$ cat config.mk
export PLATFORM = sky130hd
export DESIGN_NAME = uart_rx
export DESIGN_NICKNAME = d
export VERILOG_FILES = /design/src/rtl/uart_pkg.sv /design/src/rtl/uart_sync2.sv /design/src/rtl/uart_rx.sv
export SDC_FILE = /design/constraint.sdc
export NUM_CORES = 1
export LEC_CHECK = 0
export ABC_AREA = 1
export ABC_CLOCK_PERIOD_IN_PS = 3500
export CAP_MARGIN = 20
export CORE_ASPECT_RATIO = 2
export CORE_MARGIN = 2
export CORE_UTILIZATION = 35
export CTS_CLUSTER_SIZE = 40
export DETAILED_ROUTE_END_ITERATION = 12
export HOLD_SLACK_MARGIN = 0.15
export PLACE_DENSITY = 0.63
export SYNTH_ARGS = -nofsm -noshare
export SYNTH_HDL_FRONTEND = slang
export SYNTH_SLANG_ARGS = --single-unit
$ cat constraint.sdc
create_clock -name clk_50M -period 3.5 [get_ports clk_50M]
set_input_delay 0.525 -clock clk_50M [delete_from_list [all_inputs] [get_ports clk_50M]]
set_output_delay 0.525 -clock clk_50M [all_outputs]
set_load 0.005 [all_outputs]
$ cat src/rtl/uart_pkg.sv
// Shared UART definitions: FSM state encoding, default line settings and bit-period helper.
// Used by both uart_rx and uart_tx.
package uart_pkg;

  localparam int unsigned DEFAULT_CLK_FREQ = 50_000_000;
  localparam int unsigned DEFAULT_BAUD     = 9600;
  localparam int unsigned CNT_W            = 13;

  typedef enum logic [2:0] {
    StIdle,
    StStart,
    StData,
    StParity,
    StStop,
    StBreak
  } uart_state_e;

  function automatic int unsigned clks_per_bit(input int unsigned clk_freq,
                                               input int unsigned baud);
    return clk_freq / baud;
  endfunction

endpackage

$ cat src/rtl/uart_sync2.sv
// Two-flop synchroniser for an asynchronous single-bit input.
// ResetVal sets what both flops hold during reset.
module uart_sync2 #(
  parameter logic ResetVal = 1'b1
) (
  input  logic clk,
  input  logic reset,
  input  logic async_in,
  output logic sync_out
);

  logic meta_q;
  logic sync_q;

  always_ff @(posedge clk) begin
    if (reset) begin
      meta_q <= ResetVal;
      sync_q <= ResetVal;
    end else begin
      meta_q <= async_in;
      sync_q <= meta_q;
    end
  end

  assign sync_out = sync_q;

endmodule

$ cat src/rtl/uart_rx.sv
// 8N1 UART receiver with mid-bit sampling and single-cycle result strobes.
// Define UART_RX_PARITY_EN to add an even-parity bit between data and stop.
module uart_rx
  import uart_pkg::*;
#(
  parameter int unsigned CLK_FREQ = DEFAULT_CLK_FREQ,
  parameter int unsigned BAUD     = DEFAULT_BAUD
) (
  input  logic       clk_50M,
  input  logic       reset,
  input  logic       uart_rxd,
  output logic       read_valid,
  output logic [7:0] read_value,
  output logic       frame_error,
  output logic       parity_error,
  output logic       busy
);

  localparam int unsigned CLKS_PER_BIT = clks_per_bit(CLK_FREQ, BAUD);
  localparam logic [CNT_W-1:0] BitLast  = CNT_W'(CLKS_PER_BIT - 1);
  localparam logic [CNT_W-1:0] HalfLast = CNT_W'(CLKS_PER_BIT / 2 - 1);

  logic rxs;

  uart_sync2 #(
    .ResetVal(1'b1)
  ) u_sync (
    .clk     (clk_50M),
    .reset   (reset),
    .async_in(uart_rxd),
    .sync_out(rxs)
  );

  uart_state_e      state_q, state_d;
  logic [CNT_W-1:0] cnt_q, cnt_d;
  logic [2:0]       bit_idx_q, bit_idx_d;
  logic [7:0]       shift_q, shift_d;
  logic [7:0]       read_value_q, read_value_d;
  logic             read_valid_q, read_valid_d;
  logic             frame_error_q, frame_error_d;
  logic             par_ok;

`ifdef UART_RX_PARITY_EN
  logic par_q, par_d;
  logic parity_error_q, parity_error_d;

  // Even parity: data bits plus the received parity bit must XOR to zero.
  assign par_ok = ~(^shift_q ^ par_q);
`else
  assign par_ok = 1'b1;
`endif

  always_ff @(posedge clk_50M) begin
    if (reset) begin
      state_q       <= StIdle;
      cnt_q         <= '0;
      bit_idx_q     <= '0;
      shift_q       <= '0;
      read_value_q  <= 8'h00;
      read_valid_q  <= 1'b0;
      frame_error_q <= 1'b0;
`ifdef UART_RX_PARITY_EN
      par_q          <= 1'b0;
      parity_error_q <= 1'b0;
`endif
    end else begin
      state_q       <= state_d;
      cnt_q         <= cnt_d;
      bit_idx_q     <= bit_idx_d;
      shift_q       <= shift_d;
      read_value_q  <= read_value_d;
      read_valid_q  <= read_valid_d;
      frame_error_q <= frame_error_d;
`ifdef UART_RX_PARITY_EN
      par_q          <= par_d;
      parity_error_q <= parity_error_d;
`endif
    end
  end

  always_comb begin
    state_d       = state_q;
    cnt_d         = cnt_q + CNT_W'(1);
    bit_idx_d     = bit_idx_q;
    shift_d       = shift_q;
    read_value_d  = read_value_q;
    read_valid_d  = 1'b0;
    frame_error_d = 1'b0;
`ifdef UART_RX_PARITY_EN
    par_d          = par_q;
    parity_error_d = 1'b0;
`endif

    unique case (state_q)
      StIdle: begin
        cnt_d = '0;
        if (!rxs) begin
          state_d   = StStart;
          bit_idx_d = '0;
        end
      end

      // Re-check the line at mid start bit so short glitches are ignored.
      StStart: begin
        if (cnt_q == HalfLast) begin
          cnt_d   = '0;
          state_d = rxs ? StIdle : StData;
        end
      end

      StData: begin
        if (cnt_q == BitLast) begin
          cnt_d     = '0;
          shift_d   = {rxs, shift_q[7:1]};
          bit_idx_d = bit_idx_q + 3'd1;
          if (bit_idx_q == 3'd7) begin
`ifdef UART_RX_PARITY_EN
            state_d = StParity;
`else
            state_d = StStop;
`endif
          end
        end
      end

`ifdef UART_RX_PARITY_EN
      StParity: begin
        if (cnt_q == BitLast) begin
          cnt_d   = '0;
          par_d   = rxs;
          state_d = StStop;
        end
      end
`endif

      // Return to idle at mid stop bit so a following start edge is not missed.
      StStop: begin
        if (cnt_q == BitLast) begin
          cnt_d = '0;
          if (rxs) begin
            state_d = StIdle;
            if (par_ok) begin
              read_value_d = shift_q;
              read_valid_d = 1'b1;
            end else begin
`ifdef UART_RX_PARITY_EN
              parity_error_d = 1'b1;
`endif
            end
          end else begin
            frame_error_d = 1'b1;
            state_d       = StBreak;
          end
        end
      end

      StBreak: begin
        cnt_d = '0;
        if (rxs) state_d = StIdle;
      end

      default: begin
        cnt_d   = '0;
        state_d = StIdle;
      end
    endcase
  end

  assign read_valid  = read_valid_q;
  assign read_value  = read_value_q;
  assign frame_error = frame_error_q;
  assign busy        = (state_q != StIdle);
`ifdef UART_RX_PARITY_EN
  assign parity_error = parity_error_q;
`else
  assign parity_error = 1'b0;
`endif

endmodule

==> results of run 1 <==
## cells by family after synthesis
family,count (synthesis)
AO/OA/AOI/OAI,27
buffers and inverters,38
XOR/XNOR,5
flip-flops,39
AND/OR/NAND/NOR,144
adder cells (fa/ha/maj),3
other,1
## layout make-up
class / count / area, sq um
Clock buffer: 6 / 82.6
Clock inverter: 1 / 5.00
Fill cell: 559 / 3020
Inverter: 31 / 116
Multi-Input combinational cell: 180 / 886
Sequential cell: 39 / 781
Tap cell: 58 / 72.6
Timing Repair Buffer: 13 / 130
## registers in the layout, indices dropped and copies added (netlist names)
name	count
state_q	3
u_sync.meta_q	1
u_sync.sync_out	1
bit_idx_q	3
cnt_q	13
read_valid	1
shift_q	8
frame_error	1
read_value	8
## stage by stage
step	cells	area [sq um]	power, mW
2_1_floorplan	257	1840	0.762
3_3_place_gp	321	1990	0.833
3_5_place_dp	321	1990	0.833
4_1_cts	328	2070	1.13
5_1_grt	328	2070	1.19
6_report	328	2070	1.12
## worst max-delay path by stage
stage                        start         to  slack, ns
after floorplan           cnt_q[0]  cnt_q[11]       1.88
after global placement       reset   cnt_q[2]       1.36
after detailed placement     reset   cnt_q[2]       1.32
after CTS                 cnt_q[0]   cnt_q[2]       1.37
after global routing      cnt_q[0]   cnt_q[6]       1.19
final                     cnt_q[0]   cnt_q[2]       1.37
## synthesized netlist by cell type, types with 3 or more instances
cell     number
ha_1          3
inv_1        26
nor3_1       17
inv_2         5
nand3_1       7
nor2_1       52
o21ai_0      20
a21oi_1       4
nand4_1       4
nor2_2       12
xor2_1        5
dfxtp_1      39
nand2_1      44
## power groups by stage
stage	logic, mW	clock network [mW]	registers [mW]
global placement	0.339	0	0.494
finish	0.336	0.297	0.485
detailed placement	0.338	0	0.495
floorplan	0.272	0	0.490
global route	0.384	0.322	0.488
CTS	0.339	0.311	0.484
## layer usage
| layer | routed length (um) | up-vias | global-route usage |
|---|---|---|---|
| li1 | - | 826 | - |
| met1 | 1400 | 722 | 0.130 |
| met2 | 2050 | 31 | 0.259 |
| met3 | 95 | 12 | 0.0255 |
| met4 | 140 | 0 | 0.0836 |
| met5 | 0 | - | 0 |
## worst max-delay path: stages (launching register included)
cell and delay [ns]:
dfxtp_1 0.41, ha_1 0.23, nand2_2 0.10, nor2_2 0.17
nand3_2 0.26, nand2_1 0.18, nand2_1 0.14, o21bai_4 0.43
nor3_1 0.08
==> impl_metrics.ini, run 1 <==
[outcome]
status = finished clean

[timing]
tns_ns = 0
rsz0062_at_grt = false
setup_viol = 0
fin_crit_ns = 2.13
post-route-period-util = 0.608
finalClockSkew_ns = 0.00608
worst_slack_ns = 1.37
max_slew_margin = 0.582
hold_viol = 0
slew_violations = 0
worst_pin_slew_ns = 0.625
whs_ns = 0.413
fmax_mhz = 470

[pwr]
p_int_uw = 735
comb_power_share = 0.301
irDropWorstVdd_uv = 412
swShare = 0.342
p_switching_uw = 382
power_frac_clock = 0.266
powerDensity_mw_per_mm2 = 539
seqPwrFrac = 0.434
p_leak_nw = 0.844

[synth]
synth_area_leaders = dfxtp_1, nor2_1, nand2_1, o21ai_0, inv_1
synth_area_sq_mm = 0.00184
ys_seq_area_frac = 0.424
synth-simple-area-share = 0.351
synth_edf_count = 0
synth_fp_nets = 263
synthXorXnorAreaFrac = 0.0238
synth_compound_area_frac = 0.0836
synth_top_flop_cell = dfxtp_1
yosys.area.top_type = dfxtp_1
ys_ff_latch = 39
async_flop_share = 0
synth_cell_types = 27
syn_avg_cell_area_sq_um = 7.16
ys_warn_count = 0
synthAdderAreaFrac = 0.0204
synth.mux.area_fraction = 0
syn_inst = 257
synth_top_family_by_area = simple AND/OR/NAND/NOR gates
netlist.area_leader.share = 0.424

[die]
io_pins = 15
std_cell_rows = 37
die_w_um = 55.3
core_area_sq_mm = 0.00509
die_y_um = 107
dieArea_sq_mm = 0.00589
start_util = 0.361

[global_route]
antenna_found_initial = 0
grt_first_pass_wirelength_um = 6440
grt_overflow = 0
grtUsageTotal = 0.136
grt_pass1_vias = 1574
grt_start_max_net_pins = 23

[setup_path]
worstReg2RegEnd = cnt_q[2]
cp.required_ns = 3.66
arrival_ns = 2.28
worstReg2RegStart = cnt_q[0]
crit_fanout = 13
reg2reg_slack_ns = 1.37
reg2reg_depth = 8
cp-end-kind = register
worstSetupStartpointType = register
path_class = register to register

[finish]
final_cell_mix = nor2_1, nand2_1, dfxtp_1
syn_to_final_growth_pct = 12.6
utilization = 0.407
layout.nets = 276
final_common_cell = nor2_1
drive_above_1_share = 0.126
antenna_cells = 0

[drt]
drtIter0Drc = 25
wl_per_cell_um = 11.3
ant_nets = 0
viasPerCell = 4.85
drcViolationCount = 0
routed_wl_um = 3690
firstDrtPassIters = 4
vias = 1591

[flow_run]
max_cap_violations = 0

[place]
hpwl_um = 2800
place_ws_ns = 1.32
numPortBuffers = 13
routabilityCongestion = 0.885

[cts]
clk_pin_slew_worst_paths_ns = 0.07
clk_latency_ns = 0.28
numCtsBuffers = 5
clk_path_buf_depth = 2
cts_root_buf = clkbuf_8
tritoncts = done
cts_resized = 0
postCtsSetupBuffers = 0
htreeDepth = 2
cts_sinks = 39
cts.hold.buffers_added = 0

[worst_hold_path]
hold_path_depth = 1
hold_end = u_sync.sync_out
hold_class = register to register
holdCritStartpoint = u_sync.meta_q
Power figures use the tool's default switching activity.
==> run 2, diff against run 1 <==
- ABC_CLOCK_PERIOD_IN_PS: 3500 -> 2200
- clock period: 3.5 -> 2.2 ns (I/O delays scaled with it)
==> impl_metrics.ini, run 2 (synthesized netlist as in run 1, its figures left out) <==
[outcome]
status = finished clean

[cts]
cts_root_buf = clkbuf_8
clk_pin_slew_worst_paths_ns = 0.08
clk_path_buf_depth = 2
htreeDepth = 2
postCtsSetupBuffers = 0
cts_sinks = 39
cts.hold.buffers_added = 0
tritoncts = done
numCtsBuffers = 5
clk_latency_ns = 0.29
cts_resized = 0

[drt]
ant_nets = 0
vias = 1577
drcViolationCount = 0
routed_wl_um = 3740
firstDrtPassIters = 4
wl_per_cell_um = 11.2
drtIter0Drc = 19
viasPerCell = 4.74

[global_route]
antenna_found_initial = 0
grt_start_max_net_pins = 22
grt_first_pass_wirelength_um = 6450
grt_use_met2 = 0.250
top_usage_layer = met2
grt_overflow = 0
met3_usage = 0.0268
grt_util_met1 = 0.134
grtUsageTotal = 0.137
grt_pass1_vias = 1520

[place]
hpwl_um = 2840
routabilityCongestion = 0.881
numPortBuffers = 13
dpl.cell_count = 325
placed_area_sq_mm = 0.00203

[timing]
tns_ns = 0
hold_viol = 0
rsz0062_at_grt = false
finalClockSkew_ns = 0.00822
fmax_mhz = 566
setup_viol = 0
post-route-period-util = 0.803
fin_crit_ns = 1.77
slew_violations = 0

[setup_path]
cp.required_ns = 2.38
worstSetupStartpointType = register
path_class = register to register
crit_fanout = 13
cp-end-kind = register
arrival_ns = 1.94

[die]
start_util = 0.361
core_area_sq_mm = 0.00509
die_y_um = 107
io_pins = 15
dieArea_sq_mm = 0.00589
die_w_um = 55.3
std_cell_rows = 37

[pwr]
irDropWorstVdd_uv = 644
p_leak_nw = 0.888
powerDensity_mw_per_mm2 = 943

[finish]
final_common_cell = nor2_1
layout.nets = 280
regMostFlops = cnt_q
syn_to_final_growth_pct = 17.4
stdcell_count = 333
antenna_cells = 0
fin_area_sq_mm = 0.00216
drive_above_1_share = 0.138
largest_reg_flops = 13
final_cell_mix = nor2_1, nand2_1, dfxtp_1

[flow_run]
max_cap_violations = 0

[worst_hold_path]
hold_class = register to register
==> run 2: changes by cell type in the layout (fill, tap and decap cells not counted) <==
cell	delta
buf_4	+3
bufinv_16	+2
buf_12	+1
clkbuf_1	+1
clkbuf_8	-1
clkinv_2	-1
==> run 2: final timing paths <==
| kind | startpoint | end | slack, ns | cells after the start |
|---|---|---|---|---|
| hold reg to reg | u_sync.meta_q | u_sync.sync_out | 0.41 | 1 |
| hold / removal | u_sync.meta_q | u_sync.sync_out | 0.41 | 1 |
| setup reg to reg | cnt_q[0] | cnt_q[6] | 0.43 | 9 |
| setup / recovery | cnt_q[0] | cnt_q[6] | 0.43 | 9 |
==> run 2: report_power, final <==
group	switching, mW	internal [mW]	total (mW)	leakage (nW)
registers	0.0330	0.739	0.772	0.315
logic	0.359	0.207	0.566	0.507
clock network	0.246	0.453	0.699	0.0654
==> run 2: layer usage <==
layer	wire length (um)	vias to the layer above
li1	-	834
met1	1440	696
met2	2010	32
met3	119	15
met4	168	0
met5	0	-
==> run 2: through the flow <==
step                      hold WS (ns)  setup slack (ns)  utilization  power [mW]
after detailed placement         0.398             0.435        0.398        1.36
after floorplan                  0.389             0.578            -        1.21
after global placement           0.397             0.474        0.398        1.35
final                            0.414             0.433        0.424        2.04
after CTS                        0.419             0.417        0.424        2.06
after global routing             0.424             0.261        0.424        2.16
==> run 2: worst max-delay path: stages, from the launching register on <==
cell      delay, ns
dfxtp_1        0.41
ha_1           0.23
nand2_2        0.10
nor2_2         0.16
nand3_2        0.15
nand2_1        0.11
nand2_1        0.12
o21bai_4       0.16
buf_12         0.16
nor3_1         0.05
==> run 2: layout make-up <==
class	instances	area (sq um)
Clock buffer	6	72.6
Clock inverter	2	60.1
Fill cell	556	2930
Inverter	31	116
Multi-Input combinational cell	180	886
Sequential cell	39	781
Tap cell	58	72.6
Timing Repair Buffer	17	173
